**config.mk**
```make
export PLATFORM = sky130hd
export DESIGN_NAME = fx_mul_arbiter
export DESIGN_NICKNAME = d
export VERILOG_FILES = /design/src/rtl/fx_mul_arbiter.sv
export SDC_FILE = /design/constraint.sdc
export NUM_CORES = 1
export LEC_CHECK = 0
export ABC_AREA = 1
export CAP_MARGIN = 40
export CORE_MARGIN = 4
export CORE_UTILIZATION = 40
export CTS_CLUSTER_SIZE = 12
export DETAILED_ROUTE_END_ITERATION = 6
export PLACE_DENSITY_LB_ADDON = 0.15
export SLEW_MARGIN = 0
export SYNTH_ARGS = -nofsm -noshare
export SYNTH_HDL_FRONTEND = slang
export SYNTH_SLANG_ARGS = --single-unit
export TNS_END_PERCENT = 30
```
**constraint.sdc**
```tcl
create_clock -name i_clk -period 7.8 [get_ports i_clk]
set_clock_uncertainty 0.1 [all_clocks]
set_input_delay 1.17 -clock i_clk [delete_from_list [all_inputs] [get_ports i_clk]]
set_output_delay 1.17 -clock i_clk [all_outputs]
set_load 0.05 [all_outputs]
```
**src/rtl/fx_mul_arbiter.sv**
```systemverilog
// fx_mul_arbiter
//   Shares one signed 16x16 fixed-point multiplier among N_REQ requesters.
//   Round-robin arbitration picks one requester per cycle. Its operands are
//   captured into stage S1. Stage S2 then holds the product, shifted right
//   arithmetically by SHIFT and saturated to 16 bits. A new operation can
//   issue on every cycle.
//
// Ports
//   i_clk    clock, rising edge
//   i_rst_n  asynchronous active-low reset
//   i_req    per-requester request, held high until o_gnt is seen
//   i_a/i_b  packed signed operands, requester k at [16k+15:16k]
//   o_gnt    one-hot, one cycle: requester's operands captured (S1 owner)
//   o_ack    one-hot, one cycle: o_result holds that requester's result (S2 owner)
//   o_result scaled, saturated product; holds its value when S2 is idle
//   o_busy   S1 valid or S2 valid
module fx_mul_arbiter #(
  parameter int N_REQ = 4,
  parameter int SHIFT = 15
) (
  input  logic                 i_clk,
  input  logic                 i_rst_n,
  input  logic [N_REQ-1:0]     i_req,
  input  logic [16*N_REQ-1:0]  i_a,
  input  logic [16*N_REQ-1:0]  i_b,
  output logic [N_REQ-1:0]     o_gnt,
  output logic [N_REQ-1:0]     o_ack,
  output logic [15:0]          o_result,
  output logic                 o_busy
);

  localparam int IDW = (N_REQ > 1) ? $clog2(N_REQ) : 1;

  // Stage S1. o_gnt is the registered one-hot of the S1 owner, so it also
  // serves as the S1 ownership mask.
  logic                s1_valid;
  logic [IDW-1:0]      s1_owner;
  logic signed [15:0]  s1_a;
  logic signed [15:0]  s1_b;

  logic [IDW-1:0]      ptr;

  logic [N_REQ-1:0]    eligible;
  logic                win_found;
  logic [IDW-1:0]      win_idx;
  int unsigned         cand;
  logic [15:0]         win_a;
  logic [15:0]         win_b;

  logic signed [31:0]  prod;
  logic signed [31:0]  shifted;
  logic [15:0]         sat;

  // The requester whose operation sits in S1 must not win again at this edge.
  // A requester that holds i_req high therefore re-wins two edges later at
  // the earliest.
  assign eligible = i_req & ~o_gnt;

  // Round-robin search that starts one past the last winner and wraps.
  always_comb begin
    win_found = 1'b0;
    win_idx   = '0;
    cand      = 0;
    for (int unsigned i = 1; i <= N_REQ; i++) begin
      cand = (32'(ptr) + i) % N_REQ;
      if (!win_found && eligible[cand]) begin
        win_found = 1'b1;
        win_idx   = IDW'(cand);
      end
    end
  end

  always_comb begin
    win_a = i_a[32'(win_idx)*16 +: 16];
    win_b = i_b[32'(win_idx)*16 +: 16];
  end

  // The arithmetic right shift on a signed value rounds toward -infinity.
  always_comb begin
    prod    = s1_a * s1_b;
    shifted = prod >>> SHIFT;
    if (shifted > 32'sd32767)
      sat = 16'h7fff;
    else if (shifted < -32'sd32768)
      sat = 16'h8000;
    else
      sat = 16'(shifted);
  end

  always_ff @(posedge i_clk or negedge i_rst_n) begin
    if (!i_rst_n) begin
      s1_valid <= 1'b0;
      s1_owner <= '0;
      s1_a     <= '0;
      s1_b     <= '0;
      ptr      <= IDW'(N_REQ - 1);
      o_gnt    <= '0;
      o_ack    <= '0;
      o_result <= '0;
      o_busy   <= 1'b0;
    end else begin
      // S1 load
      s1_valid <= win_found;
      if (win_found) begin
        s1_owner <= win_idx;
        s1_a     <= win_a;
        s1_b     <= win_b;
        ptr      <= win_idx;
        o_gnt    <= N_REQ'(1) << win_idx;
      end else begin
        o_gnt    <= '0;
      end
      // S2 load. The S2 owner one-hot is exactly the previous S1 one-hot.
      o_ack <= o_gnt;
      if (s1_valid)
        o_result <= sat;
      // Next S1 valid OR next S2 valid.
      o_busy <= win_found | s1_valid;
    end
  end

endmodule

```
## Yosys cells after proc, flatten, opt, wreduce, memory -nomap -nowiden

Index checks and enable logic that the tools add are counted.

- Bits of input ports: 134
- Logic and storage cells: 50
- Flip-flop bits (word level): 60

- Multipliers: 1
- Reduce and logical (&&, ||, !) cells: 6
- Shifts and indexed selects: 3
- Mux-type cells: 19
- Order comparisons: 6
- $add $sub $neg: 4
- Bitwise gates (word level): 3

Operators by type and width:

| kind | number |
|---|---|
| $shiftx A64 B7 Y16 | 2 |
| $mul A16 B16 Y32 | 1 |
| $mux W16 | 2 |
| $gt A17 B16 Y1 const B | 1 |
| $lt A17 B16 Y1 const B | 1 |
| $lt A2 B3 Y1 const B | 4 |
| $bmux W1 S2 | 4 |
| $mux W1 | 8 |
| $mux W2 | 4 |
| $add A2 B1 Y2 const B | 2 |
| $add A2 B2 Y2 const B | 2 |
| $and A4 B4 Y4 | 1 |
| $mux W4 | 1 |
| $not A4 Y4 | 1 |
| $shl A1 B2 Y4 const A | 1 |
| $logic_and A1 B1 Y1 | 3 |
| $logic_not A1 Y1 | 3 |
| $or A1 B1 Y1 | 1 |

## Longest topological paths before layout

- Depth in word-level cells: 16
- Depth in mapped cells: 30
- Depth with buffers taken out: 27

## Least setup slack after synthesis

OpenSTA, ideal clock, no wires.

- Path kind: register to register
- Start point: register s1_a[15]
- End point: register o_result[0]
- Path slack: 1.641 ns
- Stages on the path, launching flop included: 24
- Arrival: 5.935 ns
- Setup time: 0.124 ns
- Cell sequence: dfrtp_1 clkbuf_1 clkbuf_1 nand2_1 inv_1 fa_1 fa_1 fa_1 fa_1 fa_1 inv_1 fa_1 inv_1 ha_1 nand2_1 nor2_1 inv_1 nor4_1 nand2_1 nand3_1 nand3_1 nand2_1 buf_2 a21oi_1

- Cells in the longest elaborated chain, start to end: 4

RTL lines:

| element | line | source |
|---|---|---|
| start: declaration | 38 | `logic signed [15:0] s1_a;` |
| start signal: assignment | 106 | `s1_a <= win_a;` |
| $mul A16 B16 Y32 * | 80 | `prod = s1_a * s1_b;` |
| $lt A17 B16 Y1 | 84 | `else if (shifted < -32'sd32768)` |
| $mux W16 | 84 |  |
| $mux W16 * | 82 | `if (shifted > 32'sd32767)` |
| end signal: assignment | 116 | `o_result <= sat;` |
| end: declaration | 28 | `output logic [15:0] o_result,` |

Every way passes the cells marked *; elsewhere a longest branch is shown, timed or not.
A chain may end at the register's enable or synchronous reset.

## Final worst setup path

- Start point: register s1_b[2]
- End point: register o_result[1]

- Cells in the longest elaborated chain, start to end: 4

RTL lines:

| element | line | source |
|---|---|---|
| start: declaration | 39 | `logic signed [15:0] s1_b;` |
| start signal: assignment | 107 | `s1_b <= win_b;` |
| $mul A16 B16 Y32 * | 80 |  |
| $lt A17 B16 Y1 | 84 |  |
| $mux W16 | 84 |  |
| $mux W16 * | 82 |  |

Marked as above.

==> flow_summary.yaml <==
cells_and_area:
  final_nets: 2559
  area_growth_syn_to_layout_pct: 14.6
  antenna_cells: 0
  layout-drive-gt1-share: 0.0359
  fin_area_um2: 16600
critical_path:
  path_cells: "nand2_1 > inv_1 > fa_1 > fa_1 > fa_1 > inv_1 > fa_1 > fa_1 > inv_1 > fa_1 > ha_1 > inv_1 > nor3_1 > nand2_1 > a21oi_1 > nor2_1 > nand2_1 > nand2_1 > nand2_1 > nand3_1 > nand2_1 > a21oi_1"
  required_ns: 7.90
  rr_worst_depth: 22
  crit_type: "reg -> reg"
  startpoint_type: "flip-flop"
  critPathMaxFanout: 17
  cp_num_buf_inv: 4
  r2r-end: "o_result[1]$_DFFE_PN0P_"
  endpoint_kind: "flip-flop"
  critical-path-max-stage-delay_ns: 0.90
  reg2reg_from: "s1_b[2]$_DFFE_PN0P_"
  slowest_stage: "fa_1"
  r2r_slack_ns: 0.85
  crit_family: "adder cells"
  worstPathArrival_ns: 7.04
yosys:
  postSynth.asyncResetShare: 1.00
  syn_area_um2: 14500
  avgSynthCellArea_um2: 7.24
  ys_seq_area_frac: 0.104
  yosys.area.top_type: "fa_1"
  synth_ff_type: "dfrtp_1"
  syn-num-nets: 2476
  synth.distinct_cells: 39
  syn_inst: 2002
  synth.area.top_cells: "fa_1, nand2_1, inv_1"
  post-synth-top-area-fraction: 0.360
  synth_edf_count: 0
  ys.warnings.count: 0
  synth-seq-cells: 60
  synth_common_cells: "nand2_1, inv_1, fa_1"
  synth.most_common_cell: "nand2_1"
status:
  status: "finished, final reports clean"
clock_tree:
  insertion_delay_ns: 0.35
  tritoncts: "built"
  cts_inserted_buffers: 9
  cts_sinks: 60
  cts_setup_buffers: 0
  root_buffer: "clkbuf_16"
  cts_resized: 0
  cts_hold_buf: 0
  clock_path_buffers: 2
  h-tree-depth: 3
  clk_pin_slew_ns: 0.06
timing:
  min_period_ns: 6.95
  setup_viol: 0
  max_freq_ghz: 0.144
  max_slew.worst_pin.slew_ns: 0.835
  hold_viol: 0
  slew_viol_final: 0
  rsz0062_at_grt: "false"
  relSlewSlack: 0.443
  whs_ns: 0.306
  timing.final.crit_share: 0.891
  setup_tns_ns: 0
route:
  drt_pass1_iterations: 5
  vias: 12300
  wirelength_um: 38600
  wl_per_cell_um: 15.1
  drt_iter0_drc: 689
  postRouteAntennaNets: 0
  vias_per_cell: 4.81
  drc: 0
die:
  ios: 159
  die_h_um: 198
  core_area_um2: 35700
  die_w_um: 198
  die_area_um2: 39400
  rows: 69
  start_util: 0.407
hold_path:
  hp-class: "reg -> reg"
  hold_depth: 0
  hp-start: "o_gnt[2]$_DFF_PN0_"
  hold_end: "o_ack[2]$_DFF_PN0_"
place:
  placed_area_um2: 16300
  dp_hpwl_um: 31600
  io_buffers: 158
  finalWeightedCongestion: 0.918
global_routing:
  track_usage: 0.207
  grt_max_degree: 68
  overflow: 0
  antenna_found_initial: 0
  grt_first_pass_wirelength_um: 65300
  grt_pass1_vias: 13200
job:
  cap_violations: 0
-- placed cells by master, fill, tap and decap left out, types with 2 or more instances in the layout --
cell type / n
inv_1: 518
clkdlybuf4s50_1: 157
ha_1: 79
fa_1: 261
clkbuf_1: 2
nand2_1: 600
nand3_1: 77
nand3_2: 13
nand3b_1: 34
nor3_1: 9
o21ai_0: 7
bufinv_16: 2
dfrtp_1: 58
dfstp_2: 2
a21oi_1: 58
or2_1: 22
xnor2_1: 3
xor2_1: 6
nor2_1: 107
clkbuf_16: 9
o21bai_1: 8
nand2_2: 10
or2_2: 18
inv_2: 5
a21o_1: 2
buf_4: 5
nand4_1: 3
-- logic make-up (layout without fill, tap and decap cells) --
kind of cell,count (synthesis),count (layout),share of synthesized area
DFF,60,60,0.104
xor gates and xnor gates,9,9,0.00544
AOI/OAI and AO/OA,79,79,0.0307
and+or+nand+nor,898,898,0.267
adders and majority gates,340,340,0.429
buffers and inverters,616,704,0.165
-- metrics by stage --
step           utilization  worst slack (ns)  instances
5_1_grt              0.466             0.262       2551
3_5_place_dp         0.457             0.910       2535
4_1_cts              0.466             0.862       2551
2_1_floorplan            -              1.64       2002
6_report             0.466             0.850       2551
3_3_place_gp         0.456              1.07       2534
-- routing by layer --
layer / global-route usage / wire, um / vias up
met5: 0 / 0 / -
met1: 0.252 / 15900 / 6083
li1: - / - / 5885
met3: 0.0241 / 1400 / 46
met4: 0.0536 / 775 / 0
met2: 0.389 / 20500 / 250
-- sequential cells by signal (all words and copies together), names as in the netlist --
name,count
o_ack,4
o_busy,1
o_gnt,4
o_result,16
ptr,2
s1_a,16
s1_b,16
s1_valid,1
-- cell type report --
type	count	area, um^2
timing repair buffer	164	1640
inverter	524	1970
multi-input combinational	1326	10600
clock buffer	11	233
clock inverter	5	85.1
tap	461	577
fill	3679	19000
sequential	60	1500
-- how the worst max path moves through the flow --
stage          slack [ns]  cells after the start                  from                       end
2_1_floorplan        1.64                     23  s1_a[15]$_DFFE_PN0P_   o_result[0]$_DFFE_PN0P_
3_3_place_gp         1.07                     19   s1_b[1]$_DFFE_PN0P_   o_result[1]$_DFFE_PN0P_
3_5_place_dp         0.91                     22   s1_b[1]$_DFFE_PN0P_  o_result[12]$_DFFE_PN0P_
4_1_cts              0.86                     22   s1_b[1]$_DFFE_PN0P_  o_result[12]$_DFFE_PN0P_
5_1_grt              0.26                     22   s1_b[2]$_DFFE_PN0P_   o_result[7]$_DFFE_PN0P_
6_report             0.85                     22   s1_b[2]$_DFFE_PN0P_   o_result[1]$_DFFE_PN0P_
Power is left out: the tool's default activity adds up to more than one toggle a clock period on the data nets, which glitch-free logic cannot reach.
==> RTL change (same settings) <==
`SHIFT`: 15 -> 7.
--- a/src/rtl/fx_mul_arbiter.sv
+++ b/src/rtl/fx_mul_arbiter.sv
@@ -16,7 +16,7 @@
 //   o_busy   S1 valid or S2 valid
 module fx_mul_arbiter #(
   parameter int N_REQ = 4,
-  parameter int SHIFT = 15
+  parameter int SHIFT = 7
 ) (
   input  logic                 i_clk,
   input  logic                 i_rst_n,
Check against the original RTL: not equivalent (a bounded check fails within 4 cycles, from zero or initial values and one cycle with i_rst_n low).
==> RTL change against the unedited design <==
- worst setup slack worse by 180 ps
- die area up 0.56%
- critical path type unchanged
- core utilization about the same
- sequential cell count unchanged
- wire length down 1.7%
- cell area up 0.19%
- area after synthesis up 0.58%
- highest routed layer unchanged
- synthesized cell count up 1.7%
Power is not shown: default switching activity piles up to over one toggle a cycle in this logic, so the estimate is an artifact.
==> RTL change: results (changes against the unedited design) <==
The footprint of the flip-flops and latches was 0.001504 sq mm (unchanged). The tools report the total wirelength of the detailed-routed design as 37920 um (-1.7%). The routability congestion estimate from global placement is 0.9267 (+0.97%), and the placed wire-length estimate is 31680 um (+0.12%). The cell type group with the largest total delay on the critical path is adder cells. The number of nets with antenna violations after routing was 0 (unchanged); the register clock-pin slew on the reported worst setup and hold paths was 70 ps. The fraction of final layout cells with drive strength greater than 1 was 0.02355 (-0.01233). The compound-cell area share of the yosys netlist works out to 0.03827 (+0.007547).

The run gives 7270 ps (+230 ps) as the data arrival at the endpoint of the critical path. The fill cell instance count of the final layout is 3709 (+0.82%). The run gives 5 (unchanged) as the first-pass iteration count of the detailed router. The slowest stage of the critical path belongs to the cell fa_1. The area used by multi-input combinational logic was 0.01051 sq mm (-0.85%). The via-per-instance ratio is 4.695 (-2.3%). The number of nets produced by synthesis was 2510 (+1.4%). The tools report the number of unique standard cell types used by synthesis as 42 (+7.7%). The largest fanout on the critical path came out at 17 (unchanged).

The maximum root-to-sink buffer count is 2 (unchanged), and the number of cells in the design after placement is 2568 (+1.3%). The largest registers in the layout are o_result: 16 flops, s1_a: 16 flops, s1_b: 16 flops. The logs give 2036 (+1.7%) for the post-synthesis instance total and 572 (-17%) for the number of DRC markers in iteration 0. The xor and xnor area share after synthesis is 0.01613 (+0.01070), and the global-route wire length before repair is 65190 um (-0.13%). The clock network contribution to total cell area was 0.01624 (-0.002893). Non-clock buffer area fraction after layout: 0.1007 (+0.001919). The total of plain and repair buffers excluding clock buffers is 166 (+1.2%), and the fraction of registers with async set/reset is 1.000 (unchanged).

The sequential share of the synthesized area came out at 0.1031 (-0.0005965). Largest incremental delay on the critical path: 820 ps (-80 ps). Yosys attributes the largest share of cell area to fa_1, nand2_1, inv_1, dfrtp_1, ha_1. The routed wirelength normalized by instance count was 14.67 um (-3.0%); the count of multi-input gates was 1321 (-0.38%).

The clock buffer count was 11 (unchanged); the share of synthesized cell area in full adder, half adder and majority cells was 0.4262 (-0.002464). The run finished with clean final reports. The logs give 350 ps (about the same) for the clock latency on the worst-skew pair and 0 (unchanged) for the number of antenna cells inserted. For the number of H-tree levels, the log shows 3 (unchanged). Sorting the synthesized cells by how often they occur yields nand2_1, inv_1, fa_1.

The global router's overall resource usage is 0.2064 (-0.0009394). The transition time at the pin with the least slew margin was 864.6 ps (+29.83 ps). The number of ordinary inverters in the final layout is 560 (+6.9%), and the largest net degree at the start of global routing is 107 (+57%). The via count of the first global-routing pass came out at 13.07k (-1.4%). The portion of netlist area occupied by mux cells works out to 0 (unchanged). The synthesis-stage register bit count is 60 (unchanged).
==> RTL change: changes by cell type in the layout (fill, tap and decap cells not counted), moves of 6 or more <==
cell | before | now
inv_1 | 518 | 553
a21oi_1 | 58 | 27
nand3_1 | 77 | 58
nand3_2 | 13 | 1
nand4_1 | 3 | 9
xor2_1 | 6 | 14
nand2_1 | 600 | 684
or2_2 | 18 | 4
or2_1 | 22 | 32
nor2_1 | 107 | 59
xnor2_1 | 3 | 11
o211ai_1 | 0 | 32
nand3b_1 | 34 | 0
==> RTL change: final timing paths <==
kind / cells past startpoint / slack (ps) / to / startpoint
max reg2reg: 23 / 670 / o_result[4] / s1_b[4]
min reg2reg: 0 / 300 / o_ack[1] / o_gnt[1]
min: 0 / 300 / o_ack[1] / o_gnt[1]
max: 23 / 670 / o_result[4] / s1_b[4]
max in group asynchronous: 2 / 6110 / s1_a[5] / i_rst_n
min in group asynchronous: 2 / 890 / o_result[5] / i_rst_n
==> RTL change: metrics by stage <==
stage	setup WS, ps	area [sq um]	hold slack, ps
6_report	667.2	16640	298.6
5_1_grt	54.06	16640	313.4
4_1_cts	667.0	16640	301.2
3_5_place_dp	712.6	16370	287.2
3_3_place_gp	735.0	16320	283.9
2_1_floorplan	1547	14580	348.8
==> RTL change: per-layer routing <==
layer,wire length [um],vias to the layer above,GRT usage
li1,-,5947,-
met1,16160,5923,0.2634
met2,19810,222,0.3795
met3,1339,39,0.02287
met4,606,0,0.04205
met5,0,-,0
==> RTL change: kinds of logic after synthesis <==
kind of cell               count (synthesis)
xor gates and xnor gates                  26
DFF                                       60
AOI/OAI and AO/OA                         87
adders and majority gates                340
buffers and inverters                    655
and+or+nand+nor                          868
